**config.mk**
```make
export PLATFORM = sky130hd
export DESIGN_NAME = seq_alu
export DESIGN_NICKNAME = d
export VERILOG_FILES = /design/src/rtl/seq_alu.sv
export SDC_FILE = /design/constraint.sdc
export NUM_CORES = 1
export LEC_CHECK = 0
export BUFFER_PORTS_ARGS = -buffer_cell sky130_fd_sc_hd__buf_2
export CORE_MARGIN = 2
export CORE_UTILIZATION = 40
export DETAILED_ROUTE_END_ITERATION = 7
export MAX_ROUTING_LAYER = met4
export SLEW_MARGIN = 40
export SYNTH_ARGS = -nofsm -noshare
export SYNTH_HDL_FRONTEND = slang
export SYNTH_SLANG_ARGS = --single-unit
```
**constraint.sdc**
```tcl
create_clock -name clk -period 14.57 [get_ports clk]
set_input_delay 2.1855 -clock clk [delete_from_list [all_inputs] [get_ports clk]]
set_output_delay 2.1855 -clock clk [all_outputs]
set_load 0.02 [all_outputs]
```
**src/rtl/seq_alu.sv**
```systemverilog
// Handshaked execute-stage ALU: single-cycle logic/arith/compare/shift ops plus
// iterative unsigned multiply (shift-add) and divide (restoring) with a HI result.
module seq_alu #(
    parameter int WIDTH = 32
) (
    input  logic             clk,
    input  logic             reset,
    input  logic             in_valid,
    output logic             in_ready,
    input  logic [3:0]       op,
    input  logic [WIDTH-1:0] a,
    input  logic [WIDTH-1:0] b,
    output logic             out_valid,
    input  logic             out_ready,
    output logic [WIDTH-1:0] y,
    output logic [WIDTH-1:0] hi,
    output logic             zero,
    output logic             dz
);

    localparam int SHW = $clog2(WIDTH);
    localparam logic [SHW:0] CNT_LAST = (SHW+1)'(WIDTH - 1);

    localparam logic [3:0] OP_AND   = 4'b0000;
    localparam logic [3:0] OP_OR    = 4'b0001;
    localparam logic [3:0] OP_ADD   = 4'b0010;
    localparam logic [3:0] OP_XOR   = 4'b0011;
    localparam logic [3:0] OP_XNOR  = 4'b0100;
    localparam logic [3:0] OP_SUB   = 4'b0101;
    localparam logic [3:0] OP_SLT   = 4'b0110;
    localparam logic [3:0] OP_SLL   = 4'b0111;
    localparam logic [3:0] OP_SRL   = 4'b1000;
    localparam logic [3:0] OP_SRA   = 4'b1001;
    localparam logic [3:0] OP_MULTU = 4'b1010;
    localparam logic [3:0] OP_DIVU  = 4'b1011;
    localparam logic [3:0] OP_SLTU  = 4'b1100;

    typedef enum logic [1:0] {IDLE, MUL, DIV, DONE} state_t;

    state_t             state, state_next;
    logic [SHW:0]       cnt, cnt_next;
    logic [2*WIDTH-1:0] acc, acc_next;
    logic [WIDTH-1:0]   opnd, opnd_next;
    logic               res_load;
    logic [WIDTH-1:0]   res_y, res_hi;
    logic               res_dz;
    logic               accept;

    function automatic logic [WIDTH-1:0] alu_result(
        input logic [3:0]       f,
        input logic [WIDTH-1:0] x,
        input logic [WIDTH-1:0] z
    );
        logic [SHW-1:0]          sh;
        logic signed [WIDTH-1:0] xs;
        logic signed [WIDTH-1:0] zs;
        sh = z[SHW-1:0];
        xs = x;
        zs = z;
        case (f)
            OP_AND:  return x & z;
            OP_OR:   return x | z;
            OP_ADD:  return x + z;
            OP_XOR:  return x ^ z;
            OP_XNOR: return ~(x ^ z);
            OP_SUB:  return x - z;
            OP_SLT:  return {{(WIDTH-1){1'b0}}, xs < zs};
            OP_SLL:  return x << sh;
            OP_SRL:  return x >> sh;
            OP_SRA:  return xs >>> sh;
            OP_SLTU: return {{(WIDTH-1){1'b0}}, x < z};
            default: return '0;
        endcase
    endfunction

    // acc = {partial sum, remaining multiplier}; add multiplicand on LSB, then shift right
    function automatic logic [2*WIDTH-1:0] mul_step(
        input logic [2*WIDTH-1:0] p,
        input logic [WIDTH-1:0]   mcand
    );
        logic [WIDTH:0] sum;
        sum = {1'b0, p[2*WIDTH-1:WIDTH]} + {1'b0, (p[0] ? mcand : {WIDTH{1'b0}})};
        return {sum, p[WIDTH-1:1]};
    endfunction

    // acc = {remainder, dividend/quotient}; bring in next dividend bit, subtract if it fits
    function automatic logic [2*WIDTH-1:0] div_step(
        input logic [2*WIDTH-1:0] p,
        input logic [WIDTH-1:0]   d
    );
        logic [WIDTH:0] shifted;
        logic [WIDTH:0] diff;
        shifted = {p[2*WIDTH-1:WIDTH], p[WIDTH-1]};
        diff    = shifted - {1'b0, d};
        if (!diff[WIDTH])
            return {diff[WIDTH-1:0], p[WIDTH-2:0], 1'b1};
        else
            return {shifted[WIDTH-1:0], p[WIDTH-2:0], 1'b0};
    endfunction

    assign in_ready  = (state == IDLE) | ((state == DONE) & out_ready);
    assign out_valid = (state == DONE);
    assign accept    = in_valid & in_ready;

    always_comb begin
        state_next = state;
        cnt_next   = cnt;
        acc_next   = acc;
        opnd_next  = opnd;
        res_load   = 1'b0;
        res_y      = '0;
        res_hi     = '0;
        res_dz     = 1'b0;
        unique case (state)
            IDLE, DONE: begin
                if (state == DONE && out_ready && !in_valid)
                    state_next = IDLE;
                if (accept) begin
                    case (op)
                        OP_MULTU: begin
                            state_next = MUL;
                            cnt_next   = '0;
                            acc_next   = {{WIDTH{1'b0}}, b};
                            opnd_next  = a;
                        end
                        OP_DIVU: begin
                            if (b == '0) begin
                                state_next = DONE;
                                res_load   = 1'b1;
                                res_y      = '1;
                                res_hi     = a;
                                res_dz     = 1'b1;
                            end else begin
                                state_next = DIV;
                                cnt_next   = '0;
                                acc_next   = {{WIDTH{1'b0}}, a};
                                opnd_next  = b;
                            end
                        end
                        default: begin
                            state_next = DONE;
                            res_load   = 1'b1;
                            res_y      = alu_result(op, a, b);
                        end
                    endcase
                end
            end
            MUL: begin
                acc_next = mul_step(acc, opnd);
                cnt_next = cnt + 1'b1;
                if (cnt == CNT_LAST) begin
                    state_next = DONE;
                    cnt_next   = '0;
                    res_load   = 1'b1;
                    res_y      = acc_next[WIDTH-1:0];
                    res_hi     = acc_next[2*WIDTH-1:WIDTH];
                end
            end
            DIV: begin
                acc_next = div_step(acc, opnd);
                cnt_next = cnt + 1'b1;
                if (cnt == CNT_LAST) begin
                    state_next = DONE;
                    cnt_next   = '0;
                    res_load   = 1'b1;
                    res_y      = acc_next[WIDTH-1:0];
                    res_hi     = acc_next[2*WIDTH-1:WIDTH];
                end
            end
            default: state_next = IDLE;
        endcase
    end

    always_ff @(posedge clk or posedge reset) begin
        if (reset)
            state <= IDLE;
        else
            state <= state_next;
    end

    always_ff @(posedge clk or posedge reset) begin
        if (reset) begin
            cnt  <= '0;
            acc  <= '0;
            opnd <= '0;
            y    <= '0;
            hi   <= '0;
            zero <= 1'b0;
            dz   <= 1'b0;
        end else begin
            cnt  <= cnt_next;
            acc  <= acc_next;
            opnd <= opnd_next;
            if (res_load) begin
                y    <= res_y;
                hi   <= res_hi;
                zero <= (res_y == '0);
                dz   <= res_dz;
            end
        end
    end

endmodule

```
==> report_table.html, run 1 <==
<table>
<tr><th>Metric</th><th>Value</th></tr>
<tr><th colspan="2">Critical path</th></tr>
<tr><td>Flop-to-flop setup slack</td><td>9220 ps</td></tr>
<tr><td>Category of the worst setup path capture point</td><td>register</td></tr>
<tr><td>Required time of the critical path</td><td>14920 ps</td></tr>
<tr><td>Biggest fanout along the worst timing path</td><td>53</td></tr>
<tr><td>Worst reg-to-reg path cell count</td><td>16</td></tr>
<tr><td>Cell breakdown of the critical path</td><td>buf_2 -&gt; buf_4 -&gt; inv_1 -&gt; ha_1 -&gt; inv_1 -&gt; a21oi_1 -&gt; a211oi_1 -&gt; o21a_1 -&gt; o211ai_1 -&gt; a311oi_1 -&gt; o211ai_1 -&gt; a21oi_1 -&gt; a21oi_1 -&gt; a211oi_1 -&gt; nor4_2 -&gt; nand3_1 -&gt; o31ai_2</td></tr>
<tr><td>Worst stage delay on the critical path</td><td>700 ps</td></tr>
<tr><td>Classification of the worst setup path</td><td>input pin to register</td></tr>
<tr><td>Start point of the critical path</td><td>b[4]</td></tr>
<tr><td>Critical Path Most Common Cell</td><td>sky130_fd_sc_hd__a21oi_1</td></tr>
<tr><td>Setup crit start kind</td><td>input pin</td></tr>
<tr><td>Worst path arrival time</td><td>7500 ps</td></tr>
<tr><td>FF-to-FF End</td><td>hi[26]$_DFFE_PP0P_</td></tr>
<tr><td>Start of the worst register-to-register path</td><td>acc[31]$_DFFE_PP0P_</td></tr>
<tr><td>CP max stage cell</td><td>sky130_fd_sc_hd__a211oi_1</td></tr>
<tr><td>Worst Setup EP</td><td>zero$_DFFE_PP0P_</td></tr>
<tr><th colspan="2">STA</th></tr>
<tr><td>Minimum clock period</td><td>7150 ps</td></tr>
<tr><td>Setup TNS</td><td>0 ps</td></tr>
<tr><td>Fraction of the cycle the final worst path needs</td><td>49.08%</td></tr>
<tr><td>Number of endpoints with negative hold slack in the final report</td><td>0</td></tr>
<tr><td>Highest Clock Rate</td><td>139.9 MHz</td></tr>
<tr><td>Final Slew Violations</td><td>0</td></tr>
<tr><td>Slew at the pin with the worst max-slew slack</td><td>1007 ps</td></tr>
<tr><td>Unrepaired setup endpoints after global routing</td><td>false</td></tr>
<tr><td>Hold WS</td><td>477.0 ps</td></tr>
<tr><td>Headroom to the max-slew limit</td><td>32.16%</td></tr>
<tr><td>Worst Clk Skew</td><td>32.33 ps</td></tr>
<tr><td>Setup-failing EPs final</td><td>0</td></tr>
<tr><th colspan="2">Hold path</th></tr>
<tr><td>Hold WC Path Type</td><td>register to register</td></tr>
<tr><td>Count of cells along the worst hold path</td><td>2</td></tr>
<tr><td>Min-delay src</td><td>y[26]$_DFFE_PP0P_</td></tr>
<tr><th colspan="2">Yosys</th></tr>
<tr><td>Distinct cells, synth</td><td>101</td></tr>
<tr><td>Number of synthesized register bits</td><td>170</td></tr>
<tr><td>Average cell area after synthesis</td><td>7.408 µm²</td></tr>
<tr><td>Top FF cell, synth</td><td>sky130_fd_sc_hd__dfrtp_1</td></tr>
<tr><td>EDFF count, synth</td><td>0</td></tr>
<tr><td>Cell area after synthesis</td><td>21850 µm²</td></tr>
<tr><td>Post-synth net total</td><td>3194</td></tr>
<tr><td>Synth Warn #</td><td>0</td></tr>
<tr><td>Async set-reset flop share out of synthesis</td><td>100.0%</td></tr>
<tr><td>Share of the yosys chip area belonging to registers</td><td>19.47%</td></tr>
<tr><td>Synth Instances</td><td>2949</td></tr>
<tr><th colspan="2">Power</th></tr>
<tr><td>Worst supply voltage drop on vdd</td><td>0.0001024 V</td></tr>
<tr><td>Pwr Density</td><td>153.2 nW/µm²</td></tr>
<tr><td>Leakage power summed over all cells</td><td>10.52 nW</td></tr>
<tr><th colspan="2">Route</th></tr>
<tr><td>Number of nets still failing antenna checks after routing</td><td>0</td></tr>
<tr><td>Detailed Route WL</td><td>115500 µm</td></tr>
<tr><td>Detailed Route Iter0 Violations</td><td>3508</td></tr>
<tr><td>Via count normalized by instance count</td><td>6.929</td></tr>
<tr><td>Average wire per standard cell</td><td>31.70 µm</td></tr>
<tr><td>Residual DRC</td><td>0</td></tr>
<tr><td>Via count of the routed design</td><td>25.24k</td></tr>
<tr><td>Total iterations of the first detailed-routing run</td><td>8</td></tr>
<tr><th colspan="2">Cells and area</th></tr>
<tr><td>Layout cell share with drive strength beyond 1</td><td>11.36%</td></tr>
<tr><td>Filler instances</td><td>5583</td></tr>
<tr><td>Number of nets in the layout</td><td>3171</td></tr>
<tr><td>Commonest non-fill, non-tap cell in the layout</td><td>sky130_fd_sc_hd__nand2_1</td></tr>
<tr><td>Final standard cell utilization of the core</td><td>43.80%</td></tr>
<tr><td>Non-filler cells, final</td><td>3643</td></tr>
<tr><td>Commonest non-fill, non-tap cells in the layout</td><td>417 x sky130_fd_sc_hd__nand2_1, 230 x sky130_fd_sc_hd__o21ai_0, 215 x sky130_fd_sc_hd__nor2_1</td></tr>
<tr><td>Layout overhead on the synthesized area</td><td>8.104%</td></tr>
<tr><td>Final non-filler cell area</td><td>23620 µm²</td></tr>
<tr><th colspan="2">Status</th></tr>
<tr><td>Status</td><td>finished clean</td></tr>
<tr><th colspan="2">Floorplanning</th></tr>
<tr><td>Overall die area</td><td>56500 µm²</td></tr>
<tr><td>Chip height</td><td>237.7 µm</td></tr>
<tr><td>Die W</td><td>237.7 µm</td></tr>
<tr><td>Ports</td><td>140</td></tr>
<tr><td>Total core area</td><td>53920 µm²</td></tr>
<tr><td>Placement Rows</td><td>85</td></tr>
<tr><td>Starting density of the core</td><td>40.52%</td></tr>
<tr><th colspan="2">Global route</th></tr>
<tr><td>Sum of overflow across all layers after global routing</td><td>0</td></tr>
<tr><td>Met3 usage</td><td>7.850%</td></tr>
<tr><td>Total Routing Usage GR</td><td>40.98%</td></tr>
<tr><td>Number of global-route vias before repair</td><td>23.43k</td></tr>
<tr><td>Antenna violations before repair</td><td>8</td></tr>
<tr><td>Met2 Track Usage GR</td><td>59.69%</td></tr>
<tr><td>Most Crowded Layer GR</td><td>met2</td></tr>
<tr><td>Global-route wire length before repair</td><td>165200 µm</td></tr>
<tr><td>Met1 usage</td><td>51.99%</td></tr>
<tr><td>Maximum number of pins on one net before global-route repair</td><td>90</td></tr>
<tr><th colspan="2">Clock network</th></tr>
<tr><td>Number of buffers inserted for hold repair after clock tree synthesis</td><td>0</td></tr>
<tr><td>Total number of H-tree levels</td><td>4</td></tr>
<tr><td>Total number of clock tree sinks</td><td>170</td></tr>
<tr><td>Number of buffers inserted during clock tree synthesis</td><td>17</td></tr>
<tr><td>Post-cts resize count</td><td>0</td></tr>
<tr><td>Buffer depth of the longest clock path</td><td>2</td></tr>
<tr><td>Clock tree from TritonCTS</td><td>built</td></tr>
<tr><td>Insertion delay to the later sink of the worst-skew pair</td><td>480 ps</td></tr>
<tr><td>Clk pin slew, worst setup/hold paths</td><td>70 ps</td></tr>
<tr><td>Setup bufs post-CTS</td><td>0</td></tr>
<tr><td>Clock tree root driver cell</td><td>sky130_fd_sc_hd__clkbuf_16</td></tr>
<tr><th colspan="2">Placement</th></tr>
<tr><td>Placed instance count</td><td>3603</td></tr>
<tr><td>Area after detailed placement</td><td>23000 µm²</td></tr>
<tr><td>GPL Wtd Cong</td><td>1.099</td></tr>
<tr><td>Total half-perimeter wirelength after legalization and detailed placement</td><td>85900 µm</td></tr>
<tr><td>Number of I/O port buffers</td><td>139</td></tr>
<tr><th colspan="2">Run</th></tr>
<tr><td>Max capacitance violation total</td><td>0</td></tr>
</table>
where the power goes:
part | internal [mW] | switching, mW
Sequential | 0.676 | 0.205
Combinational | 0.772 | 1.48
Clock | 0.248 | 0.238
Total | 1.70 | 1.92
cell families (layout without fill, tap and decap cells):
group                      Yosys count  in the layout  share of synthesized area, %
muxes                              157            157                         9.255
and+or+nand+nor                    965            965                         20.19
AOI/OAI and AO/OA                 1030           1030                         31.37
buffers and inverters              387            377                         6.953
other                                0              8                             0
DFF                                170            170                         19.47
adders and majority gates          173            173                         10.05
xor gates and xnor gates            67             67                         2.720
area by class of cell:
class                           instances  area [µm²]  share of cell area [%]
Antenna cell                            8       20.02                 0.08476
Multi-Input combinational cell       2392       16200                   68.61
Sequential cell                       170        4254                   18.01
Inverter                              157       601.8                   2.548
Clock buffer                           18       439.2                   1.859
Timing Repair Buffer                  188        1072                   4.540
Tap cell                              696       870.8                   3.687
Clock inverter                         14       156.4                  0.6622
routing by layer:
layer  wire length, µm  vias up
li1                  -    10820
met1             45570    12230
met2             49210     1731
met3             11770      456
met4              8946        0
met5                 0        -
stage by stage:
step                      total power [mW]  setup WS, ps
final                                3.618          7420
after global routing                 3.823          7215
after CTS                            3.554          7647
after detailed placement             3.064          7184
after global placement               3.030          7240
after floorplan                      2.337          7781
critical path, delay by kind of cell:
| kind | cells | cell delay [ps] |
|---|---|---|
| compound gates | 10 | 3090 |
| simple gates | 2 | 280 |
| fa+ha+maj | 1 | 590 |
| buf+inv | 4 | 1320 |
worst min path at each step:
stage	to	slack (ps)
global placement	dz$_DFFE_PP0P_	460
detailed placement	dz$_DFFE_PP0P_	470
floorplan	opnd[0]$_DFFE_PP0P_	470
finish	y[26]$_DFFE_PP0P_	480
CTS	y[26]$_DFFE_PP0P_	480
global route	y[26]$_DFFE_PP0P_	500
registers in the layout, indices dropped and copies added, names as in the netlist:
| register | flops |
|---|---|
| acc | 64 |
| cnt | 6 |
| dz | 1 |
| hi | 32 |
| opnd | 32 |
| state | 2 |
| y | 32 |
| zero | 1 |
synth_stat cells, types with 14 or more instances:
| cell | count | area, µm² |
|---|---|---|
| sky130_fd_sc_hd__a211o_1 | 14 | 122.6 |
| sky130_fd_sc_hd__a211oi_1 | 36 | 270.3 |
| sky130_fd_sc_hd__a21o_1 | 63 | 473.0 |
| sky130_fd_sc_hd__a21oi_1 | 198 | 991.0 |
| sky130_fd_sc_hd__a221o_1 | 21 | 210.2 |
| sky130_fd_sc_hd__a22o_1 | 26 | 227.7 |
| sky130_fd_sc_hd__a22oi_1 | 32 | 240.2 |
| sky130_fd_sc_hd__a31oi_1 | 28 | 175.2 |
| sky130_fd_sc_hd__a32oi_1 | 30 | 262.8 |
| sky130_fd_sc_hd__and2_1 | 39 | 244.0 |
| sky130_fd_sc_hd__and3_1 | 16 | 100.1 |
| sky130_fd_sc_hd__buf_1 | 27 | 101.4 |
| sky130_fd_sc_hd__buf_2 | 23 | 115.1 |
| sky130_fd_sc_hd__clkbuf_1 | 173 | 649.4 |
| sky130_fd_sc_hd__dfrtp_1 | 170 | 4254 |
| sky130_fd_sc_hd__ha_1 | 169 | 2115 |
| sky130_fd_sc_hd__inv_1 | 151 | 566.8 |
| sky130_fd_sc_hd__mux2_2 | 26 | 292.8 |
| sky130_fd_sc_hd__mux2i_1 | 88 | 880.8 |
| sky130_fd_sc_hd__mux4_2 | 32 | 720.7 |
| sky130_fd_sc_hd__nand2_1 | 418 | 1569 |
| sky130_fd_sc_hd__nand2b_1 | 19 | 118.9 |
| sky130_fd_sc_hd__nand3_1 | 53 | 265.3 |
| sky130_fd_sc_hd__nand4_1 | 19 | 118.9 |
| sky130_fd_sc_hd__nor2_1 | 217 | 814.5 |
| sky130_fd_sc_hd__nor2b_1 | 23 | 143.9 |
| sky130_fd_sc_hd__nor3_1 | 71 | 355.3 |
| sky130_fd_sc_hd__nor4_1 | 25 | 156.4 |
| sky130_fd_sc_hd__o211ai_1 | 51 | 382.9 |
| sky130_fd_sc_hd__o21a_1 | 21 | 157.7 |
| sky130_fd_sc_hd__o21ai_0 | 232 | 1161 |
| sky130_fd_sc_hd__o21ai_1 | 42 | 210.2 |
| sky130_fd_sc_hd__o21bai_1 | 24 | 180.2 |
| sky130_fd_sc_hd__o22ai_1 | 54 | 337.8 |
| sky130_fd_sc_hd__o31ai_1 | 18 | 135.1 |
| sky130_fd_sc_hd__or3_1 | 15 | 93.84 |
| sky130_fd_sc_hd__xnor2_1 | 44 | 385.4 |
| sky130_fd_sc_hd__xor2_1 | 22 | 192.7 |
Note: power is estimated with default switching activity, not from simulation.
==> run 2, diff against run 1 <==
- clock period: 14.57 -> 7.4 ns (I/O delays scaled with it)
==> run 2 against run 1 <==
Effect of this change: power increased by 99%; routed wire length is 5.5% higher; non-clock buffer count increased by 14; sequential share of layout area shrank 0.11 points; cell count grew 0.33%; critical path type unchanged.
==> report_table.html, run 2 (synthesis gave the netlist of run 1 again) <==
<table>
<tr><th>Metric</th><th>Value</th></tr>
<tr><th colspan="2">Status</th></tr>
<tr><td>Status</td><td>finished clean</td></tr>
<tr><th colspan="2">STA</th></tr>
<tr><td>Headroom to the max-slew limit</td><td>30.20% (-2.0 points)</td></tr>
<tr><td>Setup TNS</td><td>0 ps (unchanged)</td></tr>
<tr><td>Fraction of the cycle the final worst path needs</td><td>72.23%</td></tr>
<tr><td>Worst Clk Skew</td><td>20.76 ps (-11.58 ps)</td></tr>
<tr><td>Highest Clock Rate</td><td>187.1 MHz</td></tr>
<tr><td>Minimum clock period</td><td>5345 ps</td></tr>
<tr><td>Setup-failing EPs final</td><td>0 (unchanged)</td></tr>
<tr><td>Unrepaired setup endpoints after global routing</td><td>false</td></tr>
<tr><td>Number of endpoints with negative hold slack in the final report</td><td>0 (unchanged)</td></tr>
<tr><td>Slew at the pin with the worst max-slew slack</td><td>1021 ps (+13.65 ps)</td></tr>
<tr><td>Final Slew Violations</td><td>0 (unchanged)</td></tr>
<tr><th colspan="2">Route</th></tr>
<tr><td>Via count normalized by instance count</td><td>6.874 (-0.79%)</td></tr>
<tr><td>Number of nets still failing antenna checks after routing</td><td>0 (unchanged)</td></tr>
<tr><td>Detailed Route Iter0 Violations</td><td>3612 (+3.0%)</td></tr>
<tr><td>Residual DRC</td><td>0 (unchanged)</td></tr>
<tr><td>Average wire per standard cell</td><td>33.34 µm (+5.2%)</td></tr>
<tr><td>Via count of the routed design</td><td>25.12k (-0.46%)</td></tr>
<tr><td>Total iterations of the first detailed-routing run</td><td>7 (-1)</td></tr>
<tr><td>Detailed Route WL</td><td>121900 µm (+5.5%)</td></tr>
<tr><th colspan="2">Power</th></tr>
<tr><td>Internal Pwr Total</td><td>3.364 mW (+98%)</td></tr>
<tr><td>Switching fraction of total power</td><td>53.21% (+0.090 points)</td></tr>
<tr><td>Power spent charging and discharging nets</td><td>3.825 mW (+99%)</td></tr>
<tr><td>Power share of the clock group</td><td>13.5% (about the same)</td></tr>
<tr><td>Leakage power summed over all cells</td><td>10.61 nW (+0.82%)</td></tr>
<tr><td>Worst supply voltage drop on vdd</td><td>0.0002056 V (+100%)</td></tr>
<tr><td>Combinational share of power</td><td>62.6% (+0.4 points)</td></tr>
<tr><td>Portion of total power attributed to sequential cells</td><td>23.9% (-0.5 points)</td></tr>
<tr><td>Pwr Density</td><td>302.6 nW/µm² (+98%)</td></tr>
<tr><th colspan="2">Clock network</th></tr>
<tr><td>Number of buffers inserted for hold repair after clock tree synthesis</td><td>0 (unchanged)</td></tr>
<tr><td>Buffer depth of the longest clock path</td><td>2 (unchanged)</td></tr>
<tr><td>Clk pin slew, worst setup/hold paths</td><td>90 ps (+20 ps)</td></tr>
<tr><td>Post-cts resize count</td><td>0 (unchanged)</td></tr>
<tr><td>Total number of clock tree sinks</td><td>170 (unchanged)</td></tr>
<tr><td>Clock tree from TritonCTS</td><td>built</td></tr>
<tr><td>Total number of H-tree levels</td><td>4 (unchanged)</td></tr>
<tr><td>Insertion delay to the later sink of the worst-skew pair</td><td>470 ps (about the same)</td></tr>
<tr><td>Clock tree root driver cell</td><td>sky130_fd_sc_hd__clkbuf_16</td></tr>
<tr><td>Setup bufs post-CTS</td><td>0 (unchanged)</td></tr>
<tr><td>Number of buffers inserted during clock tree synthesis</td><td>17 (unchanged)</td></tr>
<tr><th colspan="2">Placement</th></tr>
<tr><td>Area after detailed placement</td><td>23110 µm² (+0.50%)</td></tr>
<tr><td>GPL Wtd Cong</td><td>1.090 (-0.86%)</td></tr>
<tr><td>Number of I/O port buffers</td><td>139 (unchanged)</td></tr>
<tr><td>Total half-perimeter wirelength after legalization and detailed placement</td><td>93320 µm (+8.6%)</td></tr>
<tr><th colspan="2">Hold path</th></tr>
<tr><td>Hold WC Path Type</td><td>register to register</td></tr>
<tr><th colspan="2">Global route</th></tr>
<tr><td>Antenna violations before repair</td><td>10 (+2)</td></tr>
<tr><td>Maximum number of pins on one net before global-route repair</td><td>74 (-18%)</td></tr>
<tr><td>Global-route wire length before repair</td><td>173600 µm (+5.1%)</td></tr>
<tr><td>Sum of overflow across all layers after global routing</td><td>0 (unchanged)</td></tr>
<tr><td>Number of global-route vias before repair</td><td>23.55k (+0.51%)</td></tr>
<tr><td>Total Routing Usage GR</td><td>43.63% (+2.6 points)</td></tr>
<tr><th colspan="2">Critical path</th></tr>
<tr><td>Biggest fanout along the worst timing path</td><td>12 (-77%)</td></tr>
<tr><td>Required time of the critical path</td><td>7790 ps (-7130 ps)</td></tr>
<tr><td>Category of the worst setup path capture point</td><td>register</td></tr>
<tr><td>Worst path arrival time</td><td>5730 ps (-1770 ps)</td></tr>
<tr><td>Flop-to-flop setup slack</td><td>2110 ps (-7110 ps)</td></tr>
<tr><td>Classification of the worst setup path</td><td>input pin to register</td></tr>
<tr><td>Setup crit start kind</td><td>input pin</td></tr>
<tr><th colspan="2">Floorplanning</th></tr>
<tr><td>Chip height</td><td>237.7 µm (unchanged)</td></tr>
<tr><td>Placement Rows</td><td>85 (unchanged)</td></tr>
<tr><td>Total core area</td><td>53920 µm² (unchanged)</td></tr>
<tr><td>Starting density of the core</td><td>40.52% (unchanged)</td></tr>
<tr><td>Die W</td><td>237.7 µm (unchanged)</td></tr>
<tr><td>Overall die area</td><td>56500 µm² (unchanged)</td></tr>
<tr><td>Ports</td><td>140 (unchanged)</td></tr>
<tr><th colspan="2">Cells and area</th></tr>
<tr><td>Commonest non-fill, non-tap cell in the layout</td><td>sky130_fd_sc_hd__nand2_1</td></tr>
<tr><td>Number of nets in the layout</td><td>3185 (+0.44%)</td></tr>
<tr><td>Final standard cell utilization of the core</td><td>44.06% (+0.26 points)</td></tr>
<tr><td>Layout cell share with drive strength beyond 1</td><td>11.82% (+0.45 points)</td></tr>
<tr><td>Commonest non-fill, non-tap cells in the layout</td><td>417 x sky130_fd_sc_hd__nand2_1, 221 x sky130_fd_sc_hd__o21ai_0, 215 x sky130_fd_sc_hd__nor2_1</td></tr>
<tr><td>Flip-flop count of the largest register after layout</td><td>64 (unchanged)</td></tr>
<tr><td>Register containing the most flip-flops in the final layout</td><td>acc</td></tr>
<tr><td>Final non-filler cell area</td><td>23760 µm² (+0.60%)</td></tr>
<tr><td>Layout overhead on the synthesized area</td><td>8.751%</td></tr>
<tr><th colspan="2">Run</th></tr>
<tr><td>Max capacitance violation total</td><td>0 (unchanged)</td></tr>
</table>
run 2: layout make-up:
type	instances	area, µm²
Fill cell	5567	30160
Multi-Input combinational cell	2392	16210
Sequential cell	170	4254
Timing Repair Buffer	202	1197
Tap cell	696	870.8
Inverter	157	594.3
Clock buffer	17	425.4
Clock inverter	15	196.4
Antenna cell	6	15.01
run 2: routing by layer:
layer	global-route usage, %	up-vias	routed length, µm
li1	-	10860	-
met1	55.06	12270	48880
met2	64.15	1648	52570
met3	9.349	343	11630
met4	25.60	0	8789
met5	-	-	0
run 2: worst max-delay path, stage by stage:
cell	delay (ps)
sky130_fd_sc_hd__buf_2	350
sky130_fd_sc_hd__inv_1	130
sky130_fd_sc_hd__ha_1	470
sky130_fd_sc_hd__nor3_1	250
sky130_fd_sc_hd__o31ai_1	180
sky130_fd_sc_hd__a211oi_1	590
sky130_fd_sc_hd__nor2_1	290
sky130_fd_sc_hd__o21ai_0	500
sky130_fd_sc_hd__mux2_2	400
sky130_fd_sc_hd__a21oi_1	250
sky130_fd_sc_hd__o211ai_1	240
sky130_fd_sc_hd__o21ai_0	250
sky130_fd_sc_hd__nand4b_1	210
sky130_fd_sc_hd__nor4_2	200
sky130_fd_sc_hd__nand3_1	120
sky130_fd_sc_hd__o31ai_2	180
run 2: path summary, 6_finish.rpt:
kind | depth (start not counted) | start | end
worst max-delay path | 16 | a[2] | zero$_DFFE_PP0P_
worst min-delay path | 2 | y[28]$_DFFE_PP0P_ | y[28]$_DFFE_PP0P_
worst max register to register | 17 | acc[31]$_DFFE_PP0P_ | hi[8]$_DFFE_PP0P_
worst min register to register | 2 | y[28]$_DFFE_PP0P_ | y[28]$_DFFE_PP0P_
max in group asynchronous | 3 | reset | y[17]$_DFFE_PP0P_
min in group asynchronous | 2 | reset | acc[60]$_DFFE_PP0P_
run 2: power groups by stage:
| stage | combinational, mW | clock, mW | sequential, mW |
|---|---|---|---|
| 3_3_place_gp | 4.31 | 0 | 1.71 |
| 5_1_grt | 4.84 | 1.01 | 1.75 |
| 2_1_floorplan | 2.85 | 0 | 1.75 |
| 4_1_cts | 4.40 | 0.974 | 1.70 |
| 6_report | 4.50 | 0.971 | 1.72 |
| 3_5_place_dp | 4.38 | 0 | 1.72 |
run 2: stage by stage:
step / setup slack (ps) / total power [mW] / std cells / hold WS (ps)
floorplan: 1687 / 4.601 / 2949 / 467.2
global placement: 1584 / 6.022 / 3613 / 456.8
detailed placement: 1800 / 6.099 / 3617 / 459.9
CTS: 2200 / 7.078 / 3649 / 480.2
global route: 1781 / 7.604 / 3654 / 500.9
finish: 2055 / 7.188 / 3655 / 478.1
